<file path="src/rtl/pwm_timebase.sv">
// Shared PWM period timer: prescaled up-counter with double-buffered period/prescale
// and registered period_start / tick / done / update_ack strobes.
module pwm_timebase #(
  parameter int CNT_WIDTH   = 8,
  parameter int PRESC_WIDTH = 8
) (
  input  logic                   clk,
  input  logic                   reset,
  input  logic                   enable,
  input  logic                   one_shot,
  input  logic [PRESC_WIDTH-1:0] prescale,
  input  logic [CNT_WIDTH-1:0]   period,
  input  logic                   load,
  output logic [CNT_WIDTH-1:0]   counter,
  output logic                   tick,
  output logic                   period_start,
  output logic                   done,
  output logic                   update_ack,
  output logic                   busy
);

  typedef enum logic [1:0] {
    ST_IDLE = 2'd0,
    ST_RUN  = 2'd1,
    ST_DONE = 2'd2
  } state_t;

  localparam logic [CNT_WIDTH-1:0]   CNT_ZERO   = {CNT_WIDTH{1'b0}};
  localparam logic [CNT_WIDTH-1:0]   CNT_ONE    = {{(CNT_WIDTH-1){1'b0}}, 1'b1};
  localparam logic [CNT_WIDTH-1:0]   CNT_ONES   = {CNT_WIDTH{1'b1}};
  localparam logic [PRESC_WIDTH-1:0] PRESC_ZERO = {PRESC_WIDTH{1'b0}};
  localparam logic [PRESC_WIDTH-1:0] PRESC_ONE  = {{(PRESC_WIDTH-1){1'b0}}, 1'b1};

  state_t                 state_r, state_s;
  logic [PRESC_WIDTH-1:0] presc_cnt_r, presc_cnt_s;
  logic [PRESC_WIDTH-1:0] presc_act_r, presc_act_s;
  logic [PRESC_WIDTH-1:0] presc_pend_r, presc_pend_s;
  logic [CNT_WIDTH-1:0]   period_act_r, period_act_s;
  logic [CNT_WIDTH-1:0]   period_pend_r, period_pend_s;
  logic                   pend_valid_r, pend_valid_s;
  logic [CNT_WIDTH-1:0]   counter_r, counter_s;
  logic                   tick_r, tick_s;
  logic                   period_start_r, period_start_s;
  logic                   done_r, done_s;
  logic                   update_ack_r, update_ack_s;
  logic                   busy_r, busy_s;
  logic                   term_presc_s;

  // Next-state, buffer management and strobe generation.
  always_comb begin
    state_s        = state_r;
    presc_cnt_s    = presc_cnt_r;
    presc_act_s    = presc_act_r;
    period_act_s   = period_act_r;
    counter_s      = counter_r;
    tick_s         = 1'b0;
    period_start_s = 1'b0;
    done_s         = 1'b0;
    update_ack_s   = 1'b0;
    term_presc_s   = (presc_cnt_r == presc_act_r);

    // A load always lands in the pending buffer; paths below may consume it directly.
    if (load) begin
      presc_pend_s  = prescale;
      period_pend_s = period;
      pend_valid_s  = 1'b1;
    end else begin
      presc_pend_s  = presc_pend_r;
      period_pend_s = period_pend_r;
      pend_valid_s  = pend_valid_r;
    end

    case (state_r)
      ST_IDLE, ST_DONE: begin
        counter_s   = CNT_ZERO;
        presc_cnt_s = PRESC_ZERO;
        // Not counting, so no period can be truncated: apply any update at once.
        if (load) begin
          presc_act_s  = prescale;
          period_act_s = period;
          pend_valid_s = 1'b0;
          update_ack_s = 1'b1;
        end else if (pend_valid_r) begin
          presc_act_s  = presc_pend_r;
          period_act_s = period_pend_r;
          pend_valid_s = 1'b0;
          update_ack_s = 1'b1;
        end else begin
          update_ack_s = 1'b0;
        end
        if (!enable) begin
          state_s = ST_IDLE;
        end else if (state_r == ST_IDLE) begin
          state_s        = ST_RUN;
          period_start_s = 1'b1;
        end else begin
          state_s = ST_DONE;
        end
      end

      ST_RUN: begin
        if (!enable) begin
          state_s     = ST_IDLE;
          counter_s   = CNT_ZERO;
          presc_cnt_s = PRESC_ZERO;
        end else if (!term_presc_s) begin
          presc_cnt_s = presc_cnt_r + PRESC_ONE;
        end else if (counter_r != period_act_r) begin
          presc_cnt_s = PRESC_ZERO;
          counter_s   = counter_r + CNT_ONE;
          tick_s      = 1'b1;
        end else begin
          presc_cnt_s = PRESC_ZERO;
          counter_s   = CNT_ZERO;
          // Boundary: a same-cycle load bypasses the pending buffer.
          if (load) begin
            presc_act_s  = prescale;
            period_act_s = period;
            pend_valid_s = 1'b0;
            update_ack_s = 1'b1;
          end else if (pend_valid_r) begin
            presc_act_s  = presc_pend_r;
            period_act_s = period_pend_r;
            pend_valid_s = 1'b0;
            update_ack_s = 1'b1;
          end else begin
            update_ack_s = 1'b0;
          end
          if (one_shot) begin
            state_s = ST_DONE;
            done_s  = 1'b1;
          end else begin
            state_s        = ST_RUN;
            tick_s         = 1'b1;
            period_start_s = 1'b1;
          end
        end
      end

      default: begin
        state_s     = ST_IDLE;
        counter_s   = CNT_ZERO;
        presc_cnt_s = PRESC_ZERO;
      end
    endcase

    busy_s = (state_s == ST_RUN);
  end

  // State, buffer and output registers with synchronous reset.
  always_ff @(posedge clk) begin
    if (reset) begin
      state_r        <= ST_IDLE;
      presc_cnt_r    <= PRESC_ZERO;
      presc_act_r    <= PRESC_ZERO;
      presc_pend_r   <= PRESC_ZERO;
      period_act_r   <= CNT_ONES;
      period_pend_r  <= CNT_ZERO;
      pend_valid_r   <= 1'b0;
      counter_r      <= CNT_ZERO;
      tick_r         <= 1'b0;
      period_start_r <= 1'b0;
      done_r         <= 1'b0;
      update_ack_r   <= 1'b0;
      busy_r         <= 1'b0;
    end else begin
      state_r        <= state_s;
      presc_cnt_r    <= presc_cnt_s;
      presc_act_r    <= presc_act_s;
      presc_pend_r   <= presc_pend_s;
      period_act_r   <= period_act_s;
      period_pend_r  <= period_pend_s;
      pend_valid_r   <= pend_valid_s;
      counter_r      <= counter_s;
      tick_r         <= tick_s;
      period_start_r <= period_start_s;
      done_r         <= done_s;
      update_ack_r   <= update_ack_s;
      busy_r         <= busy_s;
    end
  end

  assign counter      = counter_r;
  assign tick         = tick_r;
  assign period_start = period_start_r;
  assign done         = done_r;
  assign update_ack   = update_ack_r;
  assign busy         = busy_r;

endmodule

</file>
<file path="config.mk">
export PLATFORM = sky130hd
export DESIGN_NAME = pwm_timebase
export DESIGN_NICKNAME = d
export VERILOG_FILES = /design/src/rtl/pwm_timebase.sv
export SDC_FILE = /design/constraint.sdc
export NUM_CORES = 1
export LEC_CHECK = 0
export BUFFER_PORTS_ARGS = -buffer_cell sky130_fd_sc_hd__buf_2
export CORE_MARGIN = 3
export CORE_UTILIZATION = 35
export CTS_CLUSTER_DIAMETER = 200
export DETAILED_ROUTE_END_ITERATION = 8
export PLACE_DENSITY = 0.5
export SYNTH_ARGS = -nofsm -noshare
export SYNTH_HDL_FRONTEND = slang
export SYNTH_SLANG_ARGS = --single-unit
</file>
<file path="constraint.sdc">
create_clock -name clk -period 2.9 [get_ports clk]
set_input_delay 0.435 -clock clk [delete_from_list [all_inputs] [get_ports clk]]
set_output_delay 0.435 -clock clk [all_outputs]
set_load 0.01 [all_outputs]
</file>
==> impl_summary.log, run 1 <==
INFO  metric status = finished clean
INFO  metric seq_cells_post_synth = 56
INFO  metric drt.antenna.violating_nets = 0
INFO  metric hold-path-cell-count = 3
INFO  metric cts_root_buf = sky130_fd_sc_hd__clkbuf_8
INFO  metric design.core.area = 6980 um^2
INFO  metric max_stage_delay = 0.57 ns
INFO  metric chipHeight = 91.8 um
INFO  metric hold_buffers = 0
INFO  metric yosysSeqAreaShare = 0.435
INFO  metric rr_startpoint = period_act_r[1]
INFO  metric number_of_buffers_added_by_the_clock_tree_synthesis_step = 5
INFO  metric crit_path_top_delay_cell = sky130_fd_sc_hd__or3b_2
INFO  metric die_w = 91.8 um
INFO  metric ios = 34
INFO  metric groute.usage.overall = 0.153
INFO  metric clockBufferDepth = 2
INFO  metric nFillCells = 736
INFO  metric clk_pin_slew = 0.09 ns
INFO  metric nNetsFinal = 338
INFO  metric detail_route.vias_per_cell = 5.20
INFO  metric floorplan.die_area = 8430 um^2
INFO  metric slew_violations = 0
INFO  metric critical_path.endpoint_type = flip-flop
INFO  metric number_of_synthesis_warnings = 0
INFO  metric maxCapViolCount = 0
INFO  metric critical_path.max_fanout = 9
INFO  metric syn_avg_cell_area = 9.05 um^2
INFO  metric port_buffers = 33
INFO  metric report.final.hold_viol_count = 0
INFO  metric wl = 6.21 mm
INFO  metric detailedRoute.firstPassIterationCount = 4
INFO  metric min_path_type = in -> reg
INFO  metric ys_async_sr_fraction = 0
INFO  metric headroom_to_the_max_slew_limit = 0.530
INFO  metric source_to_sink_clock_delay_at_the_later_pin_of_the_worst_skew_pair = 0.30 ns
INFO  metric antenna_found_initial = 0
INFO  metric synthesis.instances = 285
INFO  metric required = 3.09 ns
INFO  metric min-delay-start = period[0]
INFO  metric antennaDiodeCount = 0
INFO  metric drt-initial-drc-count = 115
INFO  metric powerDensity = 492 nW/um^2
INFO  metric via_count_of_the_first_global_routing_pass = 2037
INFO  metric worst_r2r_endpoint = period_act_r[7]
INFO  metric crit_arrival = 2.42 ns
INFO  metric syn_nets = 308
INFO  metric vdd_drop_max = 184 uV
INFO  metric drive_above_1_share = 0.165
INFO  metric worst_hold_path.endpoint = period_pend_r[0]
INFO  metric hold-worst-slack = 0.417 ns
INFO  metric wire_per_inst = 15.1 um
INFO  metric period_needed = 2.23 ns
INFO  metric layout-area-overhead-vs-synth = 13.2%
INFO  metric fin_setup_tns = 0 ns
INFO  metric syn_area = 2580 um^2
INFO  metric timing_startpoint_of_the_critical_path = period_act_r[1]
INFO  metric power.total = 1.44 mW
INFO  metric leakage = 1.14 nW
INFO  metric grt_start_max_net_pins = 31
INFO  metric setup_viol = 0
INFO  metric reg2reg_depth = 5
INFO  metric worst_pin_slew = 0.705 ns
INFO  metric most-common-layout-cells = 56 x sky130_fd_sc_hd__dfxtp_1, 33 x sky130_fd_sc_hd__nor2_1, 33 x sky130_fd_sc_hd__buf_2
INFO  metric fmaxAchievable = 448 MHz
INFO  metric cts.repair_timing.setup_buffer_count = 0
INFO  metric post_cts.resized_instances = 0
INFO  metric synth_enable_flop_cells = 0
INFO  metric unrepaired_setup_endpoints_after_global_routing = no
INFO  metric fin_crit_sh = 0.770
INFO  metric drc_errors = 0
INFO  metric timing.reg2reg.setup_slack = 0.67 ns
INFO  metric worst_clock_skew = 0.00822 ns
INFO  metric tritoncts = yes
INFO  metric placementRows = 30
INFO  metric via_count = 2136
INFO  metric final_common_cell = sky130_fd_sc_hd__dfxtp_1
INFO  metric globalplace.congestion = 0.817
INFO  metric clock-sinks = 56
INFO  metric ys_dominant_reg_cell = sky130_fd_sc_hd__dfxtp_1
INFO  metric dp_cells = 404
INFO  metric timing.critical_path.cells = xor2_1 -> nor4_2 -> nand4bb_1 -> or3b_2 -> o311a_1
INFO  metric instances_no_fill = 411
INFO  metric hpwl = 4.37 mm
INFO  metric setup.worst_path.class = reg -> reg
INFO  metric grt-ovfl-total = 0
INFO  metric post_synth_num_cell_types = 41
INFO  metric grt_first_pass_wirelength = 10.4 mm
INFO  metric initial_core_util = 0.369
INFO  metric cts_htree_levels = 2
INFO  metric startpoint_type = flip-flop
==> layout make-up <==
type                    instances  area (um^2)  share of cell area
flip-flops and latches         56         1120               0.384
clock inverters                 1         5.00             0.00171
multi-input cells             208         1370               0.470
clock buffers                   6         72.6              0.0249
repair buffers                 39          210              0.0720
well taps                      96          120              0.0411
inverters                       5         18.8             0.00643
==> cells in the mapped netlist (3+ instances only) <==
cell type | number | share of area
sky130_fd_sc_hd__a211oi_1 | 5 | 0.015
sky130_fd_sc_hd__a21o_1 | 3 | 0.0087
sky130_fd_sc_hd__a21oi_1 | 9 | 0.017
sky130_fd_sc_hd__a31oi_1 | 13 | 0.032
sky130_fd_sc_hd__and3_1 | 6 | 0.015
sky130_fd_sc_hd__buf_1 | 3 | 0.0044
sky130_fd_sc_hd__buf_2 | 6 | 0.012
sky130_fd_sc_hd__clkbuf_1 | 7 | 0.010
sky130_fd_sc_hd__dfxtp_1 | 56 | 0.43
sky130_fd_sc_hd__inv_1 | 5 | 0.0073
sky130_fd_sc_hd__mux2i_1 | 17 | 0.066
sky130_fd_sc_hd__nand2_1 | 12 | 0.017
sky130_fd_sc_hd__nand3_1 | 16 | 0.031
sky130_fd_sc_hd__nor2_1 | 33 | 0.048
sky130_fd_sc_hd__nor3_1 | 18 | 0.035
sky130_fd_sc_hd__o21ai_0 | 5 | 0.0097
sky130_fd_sc_hd__o311a_1 | 5 | 0.019
sky130_fd_sc_hd__o311ai_0 | 3 | 0.010
sky130_fd_sc_hd__o311ai_1 | 5 | 0.017
sky130_fd_sc_hd__o31ai_1 | 3 | 0.0087
sky130_fd_sc_hd__or3b_1 | 4 | 0.014
sky130_fd_sc_hd__xnor2_1 | 12 | 0.041
sky130_fd_sc_hd__xor2_1 | 10 | 0.034
==> worst max path at each step <==
stage | endpoint | slack (ns) | cells after the start
6_report | period_act_r[7] | 0.67 | 5
5_1_grt | presc_act_r[1] | 0.36 | 5
4_1_cts | period_act_r[7] | 0.66 | 5
3_5_place_dp | period_act_r[7] | 0.67 | 5
3_3_place_gp | period_act_r[7] | 0.72 | 6
2_1_floorplan | period_act_r[0] | 1.04 | 6
==> sequential cells by signal, summed over array words and instances (netlist names) <==
| register | cells |
|---|---|
| counter | 8 |
| period_act_r | 8 |
| period_pend_r | 8 |
| presc_act_r | 8 |
| presc_cnt_r | 8 |
| presc_pend_r | 8 |
| state_r | 2 |
| busy | 1 |
| done | 1 |
| pend_valid_r | 1 |
| period_start | 1 |
| tick | 1 |
| update_ack | 1 |
==> where the power goes <==
group | internal, mW | switching [mW]
clock | 0.165 | 0.245
sequential | 0.805 | 0.0273
combinational | 0.0785 | 0.116
total | 1.05 | 0.388
==> stage by stage <==
stage          area [um^2]  worst slack, ns  utilization
3_5_place_dp          2840            0.667        0.407
4_1_cts               2920            0.658        0.418
6_report              2920            0.668        0.418
3_3_place_gp          2840            0.718        0.407
5_1_grt               2920            0.356        0.418
2_1_floorplan         2580             1.04            -
==> critical path, delay by kind of cell (launching register included) <==
family	cells	cell delay, ns
compound gates	1	0.13
simple gates	3	1.47
flops	1	0.35
xor+xnor	1	0.17
==> logic make-up (layout without fill, tap and decap cells) <==
group	Yosys count	after routing	share of synthesized area
AOI/OAI and AO/OA	62	62	0.172
muxes	17	17	0.0660
buffers and inverters	21	51	0.0335
DFF	56	56	0.435
and+or+nand+nor	105	105	0.209
adders and majority gates	2	2	0.00970
xor gates and xnor gates	22	22	0.0747
==> routing by layer <==
layer | routed length, um | vias to the layer above | track usage
met5 | 0 | - | 0
met4 | 116 | 0 | 0.0668
met3 | 174 | 10 | 0.0295
met2 | 2890 | 33 | 0.235
met1 | 3030 | 995 | 0.209
li1 | - | 1098 | -
Note: power is estimated with default switching activity, not from simulation.
==> run 2: changes to the inputs <==
- ABC_AREA: unset -> 1
- PLACE_DENSITY: 0.5 -> 0.52
- clock period: 2.9 -> 2 ns (I/O delays scaled with it)
==> impl_summary.log, run 2 <==
INFO  metric drt-initial-drc-count = 75
INFO  metric post_cts.resized_instances = 0
INFO  metric number_of_synthesis_warnings = 0
INFO  metric instances_no_fill = 479
INFO  metric grt_first_pass_wirelength = 8.83 mm
INFO  metric seq_cells_post_synth = 56
INFO  metric antennaDiodeCount = 0
INFO  metric final_common_cell = sky130_fd_sc_hd__nand2_1
INFO  metric sequential_cell_area = 1120 um^2
INFO  metric synthesis.instances = 344
INFO  metric cts.repair_timing.setup_buffer_count = 0
INFO  metric fin_util = 0.424
INFO  metric unrepaired_setup_endpoints_after_global_routing = no
INFO  metric worst_pin_slew = 0.470 ns
INFO  metric fin_setup_tns = 0 ns
INFO  metric status = finished clean
INFO  metric fmaxAchievable = 570 MHz
INFO  metric source_to_sink_clock_delay_at_the_later_pin_of_the_worst_skew_pair = 0.31 ns
INFO  metric grt-ovfl-total = 0
INFO  metric drive_above_1_share = 0.175
INFO  metric port_buffers = 33
INFO  metric power.total = 2.26 mW
INFO  metric syn_avg_cell_area = 7.41 um^2
INFO  metric antenna_found_initial = 0
INFO  metric critical_path.max_fanout = 25
INFO  metric startpoint_type = flip-flop
INFO  metric nNetsFinal = 405
INFO  metric design_area = 2940 um^2
INFO  metric syn_area = 2550 um^2
INFO  metric tritoncts = yes
INFO  metric maxCapViolCount = 0
INFO  metric die_w = 91.3 um
INFO  metric drc_errors = 0
INFO  metric ios = 34
INFO  metric fin_crit_sh = 0.877
INFO  metric post_synth_num_cell_types = 27
INFO  metric dp_cells = 471
INFO  metric setup.worst_path.class = reg -> reg
INFO  metric number_of_buffers_added_by_the_clock_tree_synthesis_step = 5
INFO  metric syn_nets = 367
INFO  metric placementRows = 30
INFO  metric via_count = 2096
INFO  metric cts_root_buf = sky130_fd_sc_hd__clkbuf_8
INFO  metric grt_start_max_net_pins = 26
INFO  metric leakage = 1.38 nW
INFO  metric detail_route.vias_per_cell = 4.38
INFO  metric ys_async_sr_fraction = 0
INFO  metric yosys.area.top_type = sky130_fd_sc_hd__dfxtp_1
INFO  metric critical_path.endpoint_type = flip-flop
INFO  metric powerDensity = 767 nW/um^2
INFO  metric cts_htree_levels = 2
INFO  metric vdd_drop_max = 289 uV
INFO  metric slew_violations = 0
INFO  metric via_count_of_the_first_global_routing_pass = 1841
INFO  metric headroom_to_the_max_slew_limit = 0.686
INFO  metric hold-worst-slack = 0.217 ns
INFO  metric groute.usage.overall = 0.130
INFO  metric synth_enable_flop_cells = 0
INFO  metric globalplace.congestion = 0.812
INFO  metric synth.area.top_cells = sky130_fd_sc_hd__dfxtp_1 44%, sky130_fd_sc_hd__nand2_1 13%, sky130_fd_sc_hd__nor2_1 7.1%, sky130_fd_sc_hd__mux2i_1 6.3%, sky130_fd_sc_hd__inv_1 5.0%
INFO  metric synth_top_cells_by_count = 88 x sky130_fd_sc_hd__nand2_1, 56 x sky130_fd_sc_hd__dfxtp_1, 48 x sky130_fd_sc_hd__nor2_1, 34 x sky130_fd_sc_hd__inv_1, 23 x sky130_fd_sc_hd__nand3_1
INFO  metric final_critical_path_setup_slack = 0.247 ns
INFO  metric synth_largest_type_area_fraction = 0.440
INFO  metric setup_viol = 0
INFO  metric multi_input_comb_area = 1200 um^2
INFO  metric placement.cell_area = 2830 um^2
INFO  metric report.final.hold_viol_count = 0
INFO  metric hold_buffers = 0
INFO  metric worst_clock_skew = 0.0102 ns
INFO  metric clock-sinks = 56
INFO  metric wl = 5.23 mm
INFO  metric crit_arrival = 1.93 ns
INFO  metric most-common-layout-cells = 88 x sky130_fd_sc_hd__nand2_1, 55 x sky130_fd_sc_hd__dfxtp_1, 48 x sky130_fd_sc_hd__nor2_1
INFO  metric drt.antenna.violating_nets = 0
INFO  metric initial_core_util = 0.367
INFO  metric min_path_type = in -> reg
INFO  metric detailedRoute.firstPassIterationCount = 4
INFO  metric nFillCells = 734
INFO  metric floorplan.die_area = 8340 um^2
INFO  metric wire_per_inst = 10.9 um
INFO  metric placement.setup.worst_slack = 0.262 ns
INFO  metric synth.most_common_cell = sky130_fd_sc_hd__nand2_1
INFO  metric clk_pin_slew = 0.10 ns
INFO  metric required = 2.18 ns
INFO  metric period_needed = 1.75 ns
INFO  metric design.core.area = 6940 um^2
INFO  metric hpwl = 3.96 mm
INFO  metric yosysSeqAreaShare = 0.440
INFO  metric chipHeight = 91.3 um
INFO  metric clockBufferDepth = 2
INFO  metric layout-area-overhead-vs-synth = 15.5%
INFO  metric ys_dominant_reg_cell = sky130_fd_sc_hd__dfxtp_1
[run 2: path summary, 6_finish.rpt]
kind / cells past startpoint / from / end / slack [ns]
max: 11 / counter[2] / period_act_r[6] / 0.25
max reg2reg: 11 / counter[2] / period_act_r[6] / 0.25
min reg2reg: 2 / period_pend_r[7] / period_pend_r[7] / 0.50
min: 3 / enable / state_r[1] / 0.22
[run 2: cell type report]
type / count / area share
clock buffers: 5 / 0.0234
clock inverters: 3 / 0.0162
inverters: 44 / 0.0561
multi-input cells: 235 / 0.408
flip-flops and latches: 56 / 0.381
well taps: 96 / 0.0408
repair buffers: 40 / 0.0740
[run 2: kinds of logic (layout without fill, tap and decap cells)]
group | count (synthesis) | in the layout | share of synthesized area
multiplexers | 16 | 16 | 0.0628
AND/OR/NAND/NOR | 185 | 185 | 0.326
XOR/XNOR | 5 | 5 | 0.0172
AO/OA/AOI/OAI | 27 | 27 | 0.0555
adder cells (fa/ha/maj) | 2 | 2 | 0.00982
buffers and inverters | 53 | 92 | 0.0889
flip-flops | 56 | 56 | 0.440
[run 2: critical path, stage by stage, from the launching register on]
cell and delay (ns):
sky130_fd_sc_hd__dfxtp_1 0.47, sky130_fd_sc_hd__inv_2 0.05, sky130_fd_sc_hd__nand2_1 0.06, sky130_fd_sc_hd__nand2_1 0.04, sky130_fd_sc_hd__nor2_1 0.10, sky130_fd_sc_hd__nand2_1 0.08, sky130_fd_sc_hd__nor2_2 0.25, sky130_fd_sc_hd__nand2_4 0.13
sky130_fd_sc_hd__nand2_8 0.16, sky130_fd_sc_hd__nand2_2 0.14, sky130_fd_sc_hd__nand2_1 0.09, sky130_fd_sc_hd__nand3_1 0.06
[run 2: report_power, final]
group	internal, mW	leakage (nW)	switching [mW]
Sequential	1.17	0.460	0.0331
Combinational	0.117	0.863	0.170
Clock	0.378	0.0583	0.389
[run 2: layer usage]
metal,vias up,part of all wire,track usage
li1,1160,-,-
met1,896,0.53,0.190
met2,35,0.42,0.188
met3,5,0.036,0.0307
met4,0,0.011,0.0377
met5,-,0,0
==> run 3: changes to the inputs <==
- ABC_AREA: 1 -> unset
- RECOVER_POWER: unset -> 100
==> impl_summary.log, run 3 (synthesized netlist as in run 1, its figures left out) <==
INFO  metric status = finished clean
INFO  metric worst_r2r_endpoint = period_act_r[1]
INFO  metric fin_setup_tns = 0 ns
INFO  metric drt.antenna.violating_nets = 0
INFO  metric timing.reg2reg.setup_slack = 0.14 ns
INFO  metric fmaxAchievable = 538 MHz
INFO  metric clockBufferDepth = 2
INFO  metric unrepaired_setup_endpoints_after_global_routing = yes
INFO  metric design.core.area = 6980 um^2
INFO  metric grt_first_pass_wirelength = 10.7 mm
INFO  metric drc_errors = 0
INFO  metric floorplan.die_area = 8430 um^2
INFO  metric cts_root_buf = sky130_fd_sc_hd__clkbuf_8
INFO  metric crit_arrival = 2.06 ns
INFO  metric die_w = 91.8 um
INFO  metric cts_htree_levels = 2
INFO  metric tritoncts = yes
INFO  metric powerDensity = 741 nW/um^2
INFO  metric fin_crit_sh = 0.930
INFO  metric rr_startpoint = period_act_r[1]
INFO  metric drive_above_1_share = 0.195
INFO  metric crit_path_top_delay_cell = sky130_fd_sc_hd__or3b_1
INFO  metric p_sw_frac = 0.266
INFO  metric placement.setup.worst_slack = 0.0972 ns
INFO  metric combPwrFrac = 0.137
INFO  metric layout-area-overhead-vs-synth = 20.0%
INFO  metric setup_viol = 0
INFO  metric setup.worst_path.class = reg -> reg
INFO  metric critPathBufInv = 1
INFO  metric max_stage_delay = 0.37 ns
INFO  metric report.final.hold_viol_count = 0
INFO  metric min_path_type = in -> reg
INFO  metric worst_pin_slew = 0.782 ns
INFO  metric period_needed = 1.86 ns
INFO  metric maxCapViolCount = 0
INFO  metric crit_cells = 6
INFO  metric globalplace.congestion = 0.791
INFO  metric power_switching = 0.610 mW
INFO  metric antenna_found_initial = 0
INFO  metric headroom_to_the_max_slew_limit = 0.478
INFO  metric worst_hold_path.endpoint = period_pend_r[1]
INFO  metric vdd_drop_max = 366 uV
INFO  metric detail_route.vias_per_cell = 5.26
INFO  metric groute.usage.overall = 0.155
INFO  metric hpwl = 4.59 mm
INFO  metric port_buffers = 33
INFO  metric timing.critical_path.max_delay_family = simple AND/OR/NAND/NOR gates
INFO  metric via_count_of_the_first_global_routing_pass = 2191
INFO  metric worst_clock_skew = 0.00579 ns
INFO  metric most-common-layout-cells = 54 x sky130_fd_sc_hd__dfxtp_1, 33 x sky130_fd_sc_hd__nor2_1, 27 x sky130_fd_sc_hd__buf_2
INFO  metric detailedRoute.firstPassIterationCount = 4
INFO  metric clock-sinks = 56
INFO  metric fin_util = 0.443
INFO  metric dp_cells = 424
INFO  metric wl = 6.32 mm
INFO  metric reg2reg_depth = 6
INFO  metric grt_start_max_net_pins = 31
INFO  metric leakage = 1.21 nW
INFO  metric critical_path.max_fanout = 4
INFO  metric clock_power_share = 0.337
INFO  metric grt-ovfl-total = 0
INFO  metric number_of_buffers_added_by_the_clock_tree_synthesis_step = 5
INFO  metric source_to_sink_clock_delay_at_the_later_pin_of_the_worst_skew_pair = 0.31 ns
INFO  metric clk_pin_slew = 0.10 ns
INFO  metric critical_path.endpoint_type = flip-flop
INFO  metric drt-initial-drc-count = 113
INFO  metric slew_violations = 0
INFO  metric initial_core_util = 0.369
INFO  metric final_critical_path_setup_slack = 0.140 ns
INFO  metric internal_power = 1.69 mW
INFO  metric nNetsFinal = 361
INFO  metric wire_per_inst = 14.5 um
INFO  metric via_count = 2289
INFO  metric ios = 34
INFO  metric instances_no_fill = 435
INFO  metric p_seq_frac = 0.526
INFO  metric timing.critical_path.cells = xor2_1 -> nor4_2 -> nand4bb_1 -> buf_4 -> or3b_1 -> o311a_1
INFO  metric required = 2.20 ns
INFO  metric antennaDiodeCount = 0
INFO  metric hold-path-cell-count = 3
INFO  metric placementRows = 30
INFO  metric startpoint_type = flip-flop
INFO  metric chipHeight = 91.8 um
INFO  metric final_common_cell = sky130_fd_sc_hd__dfxtp_1
INFO  metric hold_buffers = 0
INFO  metric min-delay-start = period[1]
==> run 3: power by group through the flow <==
stage	registers (mW)	clock network, mW	logic, mW
after floorplan	1.22	0	0.197
after global placement	1.23	0	0.312
after detailed placement	1.23	0	0.315
after CTS	1.21	0.803	0.316
after global routing	1.21	0.845	0.354
final	1.21	0.773	0.314
==> run 3: per-layer routing <==
| layer | global-route usage | vias up | wire (um) |
|---|---|---|---|
| met5 | 0 | - | 0 |
| li1 | - | 1150 | - |
| met1 | 0.203 | 1083 | 2940 |
| met2 | 0.254 | 50 | 3090 |
| met4 | 0.0483 | 0 | 77 |
| met3 | 0.0312 | 6 | 220 |
==> run 3: area by class of cell <==
| type | instances | area, um^2 |
|---|---|---|
| fillers | 754 | 3890 |
| flip-flops and latches | 56 | 1120 |
| well taps | 96 | 120 |
| multi-input cells | 208 | 1370 |
| inverters | 5 | 18.8 |
| clock buffers | 5 | 68.8 |
| clock inverters | 3 | 46.3 |
| repair buffers | 62 | 345 |
==> run 3: worst register-to-register path, stage by stage, from the launching register on <==
cell and delay (ns):
sky130_fd_sc_hd__dfxtp_2 0.34, sky130_fd_sc_hd__xor2_1 0.18, sky130_fd_sc_hd__nor4_2 0.34, sky130_fd_sc_hd__nand4bb_1 0.21, sky130_fd_sc_hd__buf_4 0.20, sky130_fd_sc_hd__or3b_1 0.37, sky130_fd_sc_hd__o311a_1 0.12
==> run 3: per-stage QoR <==
step	hold WS, ns	instance area, um^2	total power, mW
floorplan	0.400	2580	1.42
global placement	0.464	2990	1.54
detailed placement	0.468	2990	1.55
CTS	0.279	3110	2.33
global route	0.305	3100	2.41
finish	0.288	3100	2.29
==> run 3: how the worst max path moves through the flow <==
stage | startpoint | endpoint
global placement | period_act_r[1] | period_act_r[7]
detailed placement | period_act_r[1] | pend_valid_r
finish | period_act_r[1] | period_act_r[1]
floorplan | counter[5] | period_act_r[0]
CTS | period_act_r[1] | presc_act_r[0]
global route | period_act_r[1] | period_act_r[1]
==> run 3: timing repair <==
item                                    in CTS  in global routing
buffers inserted                             0                  3
gates resized for setup                      0                  3
endpoints found under the setup margin       0                 21
